===== src/rtl/control_sequencer_if.sv =====
// control_sequencer_if
//   Bundles the sequencer's instruction/memory-handshake inputs and its
//   registered control strobes.
//
//   Signals
//     IR     [31:0]       current instruction register contents (datapath -> sequencer)
//     Cond                condition-code test for IR[31:28], meaningful in DECODE
//     MOC                 memory operation complete (memory -> sequencer)
//     State  [STATE_W-1:0] registered state code, zero-extended
//     MOV                 memory operation valid
//     RW                  1 = read, 0 = write (meaningful while MOV=1)
//     IRLd                IR load enable
//     PCLd                PC load enable
//     Fault               one-cycle fault pulse
//
//   Handshake: MOV is the request ("valid") and MOC is the completion
//   ("ready").  A memory transfer completes on the rising edge where MOV=1
//   and MOC=1.  MOV stays high and RW stays stable until that edge, or until
//   the wait limit expires.  MOC is ignored whenever MOV=0.
//
//   Modports
//     master : the sequencer (drives State and the strobes)
//     slave  : datapath/memory side (drives IR, Cond, MOC)
interface control_sequencer_if #(
  parameter int STATE_W = 10
);
  logic [31:0]        IR;
  logic               Cond;
  logic               MOC;
  logic [STATE_W-1:0] State;
  logic               MOV;
  logic               RW;
  logic               IRLd;
  logic               PCLd;
  logic               Fault;

  modport master (
    input  IR, Cond, MOC,
    output State, MOV, RW, IRLd, PCLd, Fault
  );

  modport slave (
    output IR, Cond, MOC,
    input  State, MOV, RW, IRLd, PCLd, Fault
  );
endinterface


===== src/rtl/control_sequencer.sv =====
// control_sequencer
//   Instruction fetch / decode / execute control FSM for a small ARM-like
//   datapath.  It walks each instruction through its fetch, decode and
//   (optional) load/store phases and issues the datapath strobes.  Every
//   output is a registered decode of the state being entered, so nothing
//   combinational runs from an input to an output.
//
//   Parameters
//     STATE_W     width of the State output (>= 4)
//     MOC_TIMEOUT cycles allowed in a memory wait state before faulting (1..255)
//
//   Ports
//     Clk      rising-edge clock
//     Reset_n  asynchronous active-low reset
//     bus      control_sequencer_if.master (IR, Cond, MOC in; State and strobes out)
//
//   State codes (State output):
//     0 RST, 1 FADDR, 2 FINC, 3 FWAIT, 4 DECODE, 5 EXEC_DP, 6 LS_ADDR,
//     7 LS_WAIT, 8 LD_WB, 9 BASE_WB, 10 BL_LINK, 11 BRANCH, 12 FAULT.
//   The remaining codes are unreachable in normal operation.  If one of them
//   is ever entered, the FSM recovers to FADDR and all strobes are held low.
module control_sequencer #(
  parameter int STATE_W     = 10,
  parameter int MOC_TIMEOUT = 15
) (
  input logic                  Clk,
  input logic                  Reset_n,
  control_sequencer_if.master  bus
);

  typedef enum logic [STATE_W-1:0] {
    S_RST     = STATE_W'(0),
    S_FADDR   = STATE_W'(1),
    S_FINC    = STATE_W'(2),
    S_FWAIT   = STATE_W'(3),
    S_DECODE  = STATE_W'(4),
    S_EXEC_DP = STATE_W'(5),
    S_LS_ADDR = STATE_W'(6),
    S_LS_WAIT = STATE_W'(7),
    S_LD_WB   = STATE_W'(8),
    S_BASE_WB = STATE_W'(9),
    S_BL_LINK = STATE_W'(10),
    S_BRANCH  = STATE_W'(11),
    S_FAULT   = STATE_W'(12)
  } state_e;

  // The counter holds the number of MOC=0 cycles already spent in the
  // current wait state.  The wait gives up on the cycle where this count
  // would reach MOC_TIMEOUT.
  localparam logic [7:0] WAIT_LAST = 8'(MOC_TIMEOUT - 1);

  state_e      state_q;
  state_e      state_nxt;
  logic [7:0]  wait_cnt_q;

  logic        mov_q;
  logic        rw_q;
  logic        irld_q;
  logic        pcld_q;
  logic        fault_q;

  // Instruction fields used by the decoder.
  logic [2:0]  op;
  logic        wb_req;
  logic        is_load;
  logic        rd_is_pc;

  assign op       = bus.IR[27:25];
  assign is_load  = bus.IR[20];
  assign rd_is_pc = (bus.IR[15:12] == 4'hF);

  // Base write-back is needed for post-indexed accesses (P=0) and for
  // pre-indexed accesses with W=1.
  assign wb_req   = ~bus.IR[24] | bus.IR[21];

  // IR bits that do not steer this FSM.
  logic unused_ir_bits;
  assign unused_ir_bits = ^{bus.IR[31:28], bus.IR[23:22], bus.IR[19:16],
                            bus.IR[11:8], bus.IR[6:5], bus.IR[3:0]};

  // Instruction classification, used once Cond has passed.
  // The 011 space with bit 4 set is the architecturally undefined range.
  // Without this check it would be taken as a register-offset load/store.
  function automatic state_e classify(input logic [2:0] opc,
                                      input logic       b24,
                                      input logic       b7,
                                      input logic       b4);
    state_e res;
    res = S_FAULT;
    if (opc == 3'b011 && b4) begin
      res = S_FAULT;
    end else if (opc == 3'b001 || (opc == 3'b000 && !b4)) begin
      res = S_EXEC_DP;
    end else if (opc[2:1] == 2'b01 || (opc == 3'b000 && b7 && b4)) begin
      res = S_LS_ADDR;
    end else if (opc == 3'b101) begin
      res = b24 ? S_BL_LINK : S_BRANCH;
    end else begin
      res = S_FAULT;
    end
    return res;
  endfunction

  // Next-state logic
  always_comb begin
    state_nxt = S_FADDR;
    case (state_q)
      S_RST:     state_nxt = S_FADDR;
      S_FADDR:   state_nxt = S_FINC;
      S_FINC:    state_nxt = S_FWAIT;
      S_FWAIT: begin
        // MOC on the last allowed cycle still counts as completion.
        if (bus.MOC)                      state_nxt = S_DECODE;
        else if (wait_cnt_q == WAIT_LAST) state_nxt = S_FAULT;
        else                              state_nxt = S_FWAIT;
      end
      S_DECODE: begin
        if (!bus.Cond) state_nxt = S_FADDR;
        else           state_nxt = classify(op, bus.IR[24], bus.IR[7], bus.IR[4]);
      end
      S_EXEC_DP: state_nxt = S_FADDR;
      S_LS_ADDR: state_nxt = S_LS_WAIT;
      S_LS_WAIT: begin
        if (bus.MOC) begin
          if (is_load)     state_nxt = S_LD_WB;
          else if (wb_req) state_nxt = S_BASE_WB;
          else             state_nxt = S_FADDR;
        end else if (wait_cnt_q == WAIT_LAST) begin
          state_nxt = S_FAULT;
        end else begin
          state_nxt = S_LS_WAIT;
        end
      end
      S_LD_WB:   state_nxt = wb_req ? S_BASE_WB : S_FADDR;
      S_BASE_WB: state_nxt = S_FADDR;
      S_BL_LINK: state_nxt = S_BRANCH;
      S_BRANCH:  state_nxt = S_FADDR;
      S_FAULT:   state_nxt = S_FADDR;
      default:   state_nxt = S_FADDR;
    endcase
  end

  // State, wait counter and registered strobes.  The strobes are decoded
  // from the state being entered, so they line up with State on the same
  // cycle.
  // IRLd is high for every FWAIT cycle.  The IR register captures memory
  // data on the edge where IRLd and MOC are both high, which is the
  // completing cycle.
  always_ff @(posedge Clk or negedge Reset_n) begin
    if (!Reset_n) begin
      state_q    <= S_RST;
      wait_cnt_q <= 8'd0;
      mov_q      <= 1'b0;
      rw_q       <= 1'b0;
      irld_q     <= 1'b0;
      pcld_q     <= 1'b0;
      fault_q    <= 1'b0;
    end else begin
      state_q <= state_nxt;

      // Count only while staying in a wait state.  Staying there implies
      // MOC=0.  Any other transition, including entry, clears the count.
      if ((state_q == S_FWAIT || state_q == S_LS_WAIT) && state_nxt == state_q)
        wait_cnt_q <= wait_cnt_q + 8'd1;
      else
        wait_cnt_q <= 8'd0;

      mov_q   <= (state_nxt == S_FWAIT) || (state_nxt == S_LS_WAIT);
      rw_q    <= (state_nxt == S_FWAIT) ? 1'b1 :
                 (state_nxt == S_LS_WAIT) ? is_load : 1'b0;
      irld_q  <= (state_nxt == S_FWAIT);
      pcld_q  <= (state_nxt == S_FINC) || (state_nxt == S_BRANCH) ||
                 ((state_nxt == S_EXEC_DP) && rd_is_pc);
      fault_q <= (state_nxt == S_FAULT);
    end
  end

  assign bus.State = state_q;
  assign bus.MOV   = mov_q;
  assign bus.RW    = rw_q;
  assign bus.IRLd  = irld_q;
  assign bus.PCLd  = pcld_q;
  assign bus.Fault = fault_q;

endmodule


===== src/flat_wrapper.sv =====
// flat-port wrapper written by rule: the top's interface ports become plain ports
module control_sequencer_flat 
#(
  parameter int STATE_W     = 10,
  parameter int MOC_TIMEOUT = 15
)
  (Clk, Reset_n, bus_IR, bus_Cond, bus_MOC, bus_State, bus_MOV, bus_RW, bus_IRLd, bus_PCLd, bus_Fault);
  control_sequencer_if #(.STATE_W(STATE_W)) bus_i ();
  input logic Clk;
  input logic Reset_n;
  input wire logic [$bits(bus_i.IR)-1:0] bus_IR;
  input wire logic [$bits(bus_i.Cond)-1:0] bus_Cond;
  input wire logic [$bits(bus_i.MOC)-1:0] bus_MOC;
  output wire logic [$bits(bus_i.State)-1:0] bus_State;
  output wire logic [$bits(bus_i.MOV)-1:0] bus_MOV;
  output wire logic [$bits(bus_i.RW)-1:0] bus_RW;
  output wire logic [$bits(bus_i.IRLd)-1:0] bus_IRLd;
  output wire logic [$bits(bus_i.PCLd)-1:0] bus_PCLd;
  output wire logic [$bits(bus_i.Fault)-1:0] bus_Fault;
  assign bus_i.IR = bus_IR;
  assign bus_i.Cond = bus_Cond;
  assign bus_i.MOC = bus_MOC;
  assign bus_State = bus_i.State;
  assign bus_MOV = bus_i.MOV;
  assign bus_RW = bus_i.RW;
  assign bus_IRLd = bus_i.IRLd;
  assign bus_PCLd = bus_i.PCLd;
  assign bus_Fault = bus_i.Fault;
  control_sequencer #(.STATE_W(STATE_W), .MOC_TIMEOUT(MOC_TIMEOUT)) u_core (.Clk(Clk), .Reset_n(Reset_n), .bus(bus_i));
endmodule

===== config.mk =====
export PLATFORM = sky130hd
export DESIGN_NAME = control_sequencer_flat
export DESIGN_NICKNAME = d
export VERILOG_FILES = /design/src/rtl/control_sequencer_if.sv /design/src/rtl/control_sequencer.sv /design/src/flat_wrapper.sv
export SDC_FILE = /design/constraint.sdc
export NUM_CORES = 1
export LEC_CHECK = 0
export CORE_ASPECT_RATIO = 0.7
export CORE_MARGIN = 3
export CORE_UTILIZATION = 30
export DETAILED_ROUTE_END_ITERATION = 8
export PLACE_DENSITY = 0.67
export SYNTH_ARGS = -nofsm -noshare
export SYNTH_HDL_FRONTEND = slang
export SYNTH_SLANG_ARGS = --single-unit

===== constraint.sdc =====
create_clock -name Clk -period 3.2 [get_ports Clk]
set_input_delay 0.64 -clock Clk [delete_from_list [all_inputs] [get_ports Clk]]
set_output_delay 0.64 -clock Clk [all_outputs]
set_load 0.02 [all_outputs]

-- Word-level counts from Yosys, hierarchy flattened
Index checks and enable logic that the tools add are counted.
- output and inout port bits: 15
- flip-flop bits (word level): 23
- $add $sub $neg: 1
- bitwise operators: 2
- reduce and logical (&&, ||, !) cells: 14
- eq/ne operators: 21
- mux-type cells: 16
- operators by type and width (cell ; count):
    $mux 10 ; 8
    $pmux 10 s8 ; 1
    $eq 10x3->1 const B ; 5
    $eq 10x2->1 const B ; 4
    $eq 10x4->1 const B ; 4
    $mux 4 ; 3
    $eq 10x1->1 const B ; 1
    $eq 10x10->1 ; 1
    $add 8x1->8 const B ; 1
    $eq 8x4->1 const B ; 1
    $mux 8 ; 1
    $logic_and 1x1->1 ; 6
    $logic_or 1x1->1 ; 6
    $eq 4x4->1 const B ; 1
    $eq 3x1->1 const B ; 1
    $eq 3x2->1 const B ; 1
    $eq 3x3->1 const B ; 1
    $logic_not 3->1 ; 1
    $mux 1 ; 3
    $eq 2x1->1 const B ; 1
    $logic_not 1->1 ; 1
    $not 1->1 ; 1
    $or 1x1->1 ; 1

-- Logic depth before layout (Yosys ltp)
- depth after elaboration: 12
- depth in mapped cells: 8
- gate-level depth less buffers: 8

-- Worst setup path after synthesis
Ideal clock, no wire load.
- path kind: input port to flip-flop
- from: input bus_IR[26]
- to: register u_core.pcld_q (netlist: u_core.bus.PCLd)
- slack: 1338 ps
- library setup time: 126 ps
- data required time: 3074 ps
- path buffers: 0
- arrival: 1736 ps
- cell stages on the path: 5
- cells stage by stage: a21bo_2 -> o211ai_1 -> a2111oi_4 -> nor2_1 -> a311o_1
- word-level cells in the longest chain between the ends: 12
- elaborated cells on any way between the ends: 23
- classes of those cells: eq/ne: 7; mux: 6; reduce/logical: 10
- RTL lines (element ; RTL line ; text):
    from (decl) ; flat_wrapper.sv:11 ; input wire logic [$bits(bus_i.IR)-1:0] bus_IR;
    $logic_not 3->1 ; control_sequencer.sv:92, control_sequencer.sv:94 ;
    $logic_and 1x1->1 (2 in series) ; control_sequencer.sv:94 ; end else if (opc[2:1] == 2'b01 || (opc == 3'b000 && b7 && b4)) begin
    $logic_or 1x1->1 ; control_sequencer.sv:94 ;
    $mux 10 ; control_sequencer.sv:94 ;
    $mux 10 ; control_sequencer.sv:92 ; end else if (opc == 3'b001 || (opc == 3'b000 && !b4)) begin
    $mux 10 (*) ; control_sequencer.sv:90 ; if (opc == 3'b011 && b4) begin
    $mux 10 (*) ; control_sequencer.sv:118 ; if (!bus.Cond) state_nxt = S_FADDR;
    $pmux 10 s8 (*) ; control_sequencer.sv:107 ; case (state_q)
    $eq 10x2->1 (tied with other cells) ; control_sequencer.sv:172 ; pcld_q <= (state_nxt == S_FINC) || (state_nxt == S_BRANCH) ||
    $logic_or 1x1->1 / $logic_and 1x1->1 (equally long branches) ; control_sequencer.sv:172, control_sequencer.sv:173 ;
    $logic_or 1x1->1 (*) ; control_sequencer.sv:172 ;
    to (signal assigned) ; control_sequencer.sv:172 ;
    to (decl) ; control_sequencer.sv:59 ; logic pcld_q;
Every way passes the cells marked *; elsewhere a longest branch is shown, timed or not.

-- Final worst setup path
- from: input bus_IR[27]
- to: register u_core.pcld_q (netlist: u_core.bus.PCLd)
Same word-level chain as after synthesis.

==> metrics.txt <==
Top Metal Used=met4; Comb power frac=0.456; Hold Path Sink=u_core.wait_cnt_q[0]$_DFF_PN0_; Tot Pwr=slightly above 0.9 mW; IO Pins=51; FF+latch count, synth=17; vias per cell=4.78; CP max-delay cell=clkdlybuf4s50_1; hold path startpoint=u_core.wait_cnt_q[0]$_DFF_PN0_; GP Congestion=0.794; Yosys top cell area share=0.414; CTS resizes=0; post-synthesis cell type count=41; Num Clock Sinks=17; CTS Hold Bufs=0; Setup-failing EPs final=0; Req. time, crit path=around 3300 ps; Initial Utilization=0.320; CP Cell Sequence=clkdlybuf4s50_1 > nand2_1 > a21oi_1 > o211ai_1 > a211oi_1 > nor4_2 > a311o_1; status=completed; critical path data arrival time=roughly 2500 ps; FF-to-FF setup slack=around 1100 ps; maximum clock frequency=422 MHz; Synth area leader=dfrtp_1; FF-to-FF Start=u_core.wait_cnt_q[0]$_DFF_PN0_; Met3 Wirelength=between 100 and 150 µm; Final Hold Viols=0; largest net degree at the start of global routing=18; cell at the root of the clock tree=clkbuf_8; area of the core=around 3200 µm²; reg2reg end=u_core.bus.PCLd$_DFF_PN0_; Slew @ Worst Pin=747 ps; minimum clock period=about 2400 ps; Mapped Avg Cell Area=10.2 µm²; Cells after DPL=170; first-pass GRT wire length=roughly 3500 µm; P&R area growth vs syn=30.8%; Mapped Cells=approximately 100; Clk pwr share=0.177; top_reg_cell synth=dfrtp_1; register area share after synthesis=0.414; WHS Path Cells=1; Crit. End Element=flop; P_sw=0.369 mW; worst vdd ir=approximately 0.00035 V; CTS max path bufs=2; final-stage net count=~170; setup bufs post-CTS=0; grt ovf=0; EDFF count, synth=0; CTS H-tree depth=1; M1 WL=roughly 1100 µm; Worst Setup Path Type=in -> reg; Avg WL per Cell=~13 µm; TritonRoute pass-1 iters=4; Inserted Clock Buffers=3; Max-cap violations=0; DR WL met2=between 1000 and 1500 µm; clock slew at reported path FFs=70 ps; Detailed Route WL=roughly 2300 µm; Flop pwr share=0.367; die width=between 70 and 80 µm; CTS tree=built; Synth async-reset ratio=1.00; critical path peak fanout=6; initial antenna violation count=0; Worst setup SP type=input pin; slew margin rel.=0.501; Die Y=between 50 and 60 µm; Yosys warning total=0; FF-to-FF path depth=7; Hold Path Class=reg -> reg; hold_ws=roughly 540 ps; crit share post-route=0.740; Total Routing Usage GR=0.110; Mapped Area=a little over 1000 µm²; n_diodes=0; dpl hpwl=1810 µm; Worst path max stage delay=slightly below 600 ps; Clock Skew=1.44 ps; via count=about 830; final setup TNS=0 ps; internal power=~0.54 mW; Leakage=about 0.56 nW; RSZ-0062 raised after global routing=no; ANT nets after route=0; top post-synthesis cells by area=dfrtp_1 41%, buf_4 4.4%, nor2_1 4.0%, xor2_1 3.4%, inv_1 2.9%; PortBufs=24; Core Rows=17; layout cells sized above 1=0.126; P per Cell Area=about 680 nW/µm²; Switching Fraction=0.406; detailed router's first-iteration violation count=32; final slew viol count=0; drc violations=0; vias in the first global route=between 700 and 800; Post-Layout Cell Count=around 170; clock latency on the worst-skew pair=250 ps; Die ar.=4180 µm²
## cell type report
type                    instances  area (µm²)
fillers                       320        1870
multi-input cells              74         542
flip-flops and latches         17         425
repair buffers                 24         240
well taps                      47        58.8
clock buffers                   3        41.3
inverters                       8        30.0
clock inverters                 1        7.51
## metal layers
layer  track usage  up-vias
met5             0        -
met4        0.0361        0
met3        0.0356        2
met2         0.163       25
met1         0.152      395
li1              -      410
## how the worst max path moves through the flow
stage | startpoint | end | cells after the start
floorplan | bus_IR[26] | u_core.bus.PCLd$_DFF_PN0_ | 5
global placement | bus_IR[27] | u_core.bus.PCLd$_DFF_PN0_ | 6
detailed placement | bus_IR[27] | u_core.bus.PCLd$_DFF_PN0_ | 7
CTS | bus_IR[27] | u_core.bus.PCLd$_DFF_PN0_ | 7
global route | bus_IR[27] | u_core.bus.PCLd$_DFF_PN0_ | 7
finish | bus_IR[27] | u_core.bus.PCLd$_DFF_PN0_ | 7
## cell usage after synthesis (all sizes together), types with 2 or more instances
| library cell | number |
|---|---|
| a21oi | 5 |
| a211oi | 3 |
| nand2 | 5 |
| xor2 | 4 |
| o211ai | 2 |
| and2 | 2 |
| o21ai | 2 |
| a311o | 2 |
| dfrtp | 17 |
| buf | 7 |
| o31ai | 2 |
| ha | 2 |
| or3 | 2 |
| nor2 | 11 |
| nand4 | 3 |
| nor4b | 2 |
| inv | 8 |
| nand3 | 4 |
| a211o | 2 |
| nand3b | 2 |
## worst max-delay path, delay by kind of cell
family | cells | cell delay (ps)
compound gates | 4 | 1100
buf+inv | 1 | 580
simple gates | 2 | 190
## sequential cells by signal (all words and copies together), names as in the netlist
register,flops
u_core.wait_cnt_q,8
u_core.bus.State,4
u_core.bus.Fault,1
u_core.bus.IRLd,1
u_core.bus.MOV,1
u_core.bus.PCLd,1
u_core.bus.RW,1
## placed cells by master, fill, tap and decap left out, drive strengths merged, types with 2 or more instances in the layout
cell,Yosys,layout
nand3,4,4
o211ai,2,2
xor2,4,4
a211oi,3,3
a211o,2,2
clkdlybuf4s50,0,24
nor2,11,11
clkbuf,0,3
ha,2,2
nand3b,2,2
a311o,2,2
or3,2,2
a21oi,5,5
and2,2,2
nand4,3,3
nand2,5,5
o21ai,2,2
inv,8,8
dfrtp,17,17
conb,1,6
nor4b,2,2
o31ai,2,2
## power groups by stage
stage | clock network [mW] | logic (mW) | registers, mW
3_5_place_dp | 0 | 0.418 | 0.336
4_1_cts | 0.167 | 0.420 | 0.332
2_1_floorplan | 0 | 0.225 | 0.365
3_3_place_gp | 0 | 0.407 | 0.331
5_1_grt | 0.178 | 0.453 | 0.340
6_report | 0.161 | 0.414 | 0.333
## kinds of logic (layout without fill, tap and decap cells)
group / after synthesis / in the layout / share of synthesized area
flip-flops: 17 / 17 / 0.414
other: 1 / 6 / 0.00365
AND/OR/NAND/NOR: 39 / 39 / 0.253
AO/OA/AOI/OAI: 22 / 22 / 0.185
XOR/XNOR: 5 / 5 / 0.0426
adder cells (fa/ha/maj): 2 / 2 / 0.0243
buffers and inverters: 15 / 36 / 0.0779
## per-stage QoR
step / instance area (µm²) / setup WS, ps / util
after floorplan: 1050 / 1340 / -
after CTS: 1350 / 852 / 0.419
final: 1350 / 833 / 0.419
after global routing: 1350 / 729 / 0.419
after global placement: 1300 / 659 / 0.404
after detailed placement: 1300 / 590 / 0.404
No activity file was read; power rests on OpenSTA's default activity.
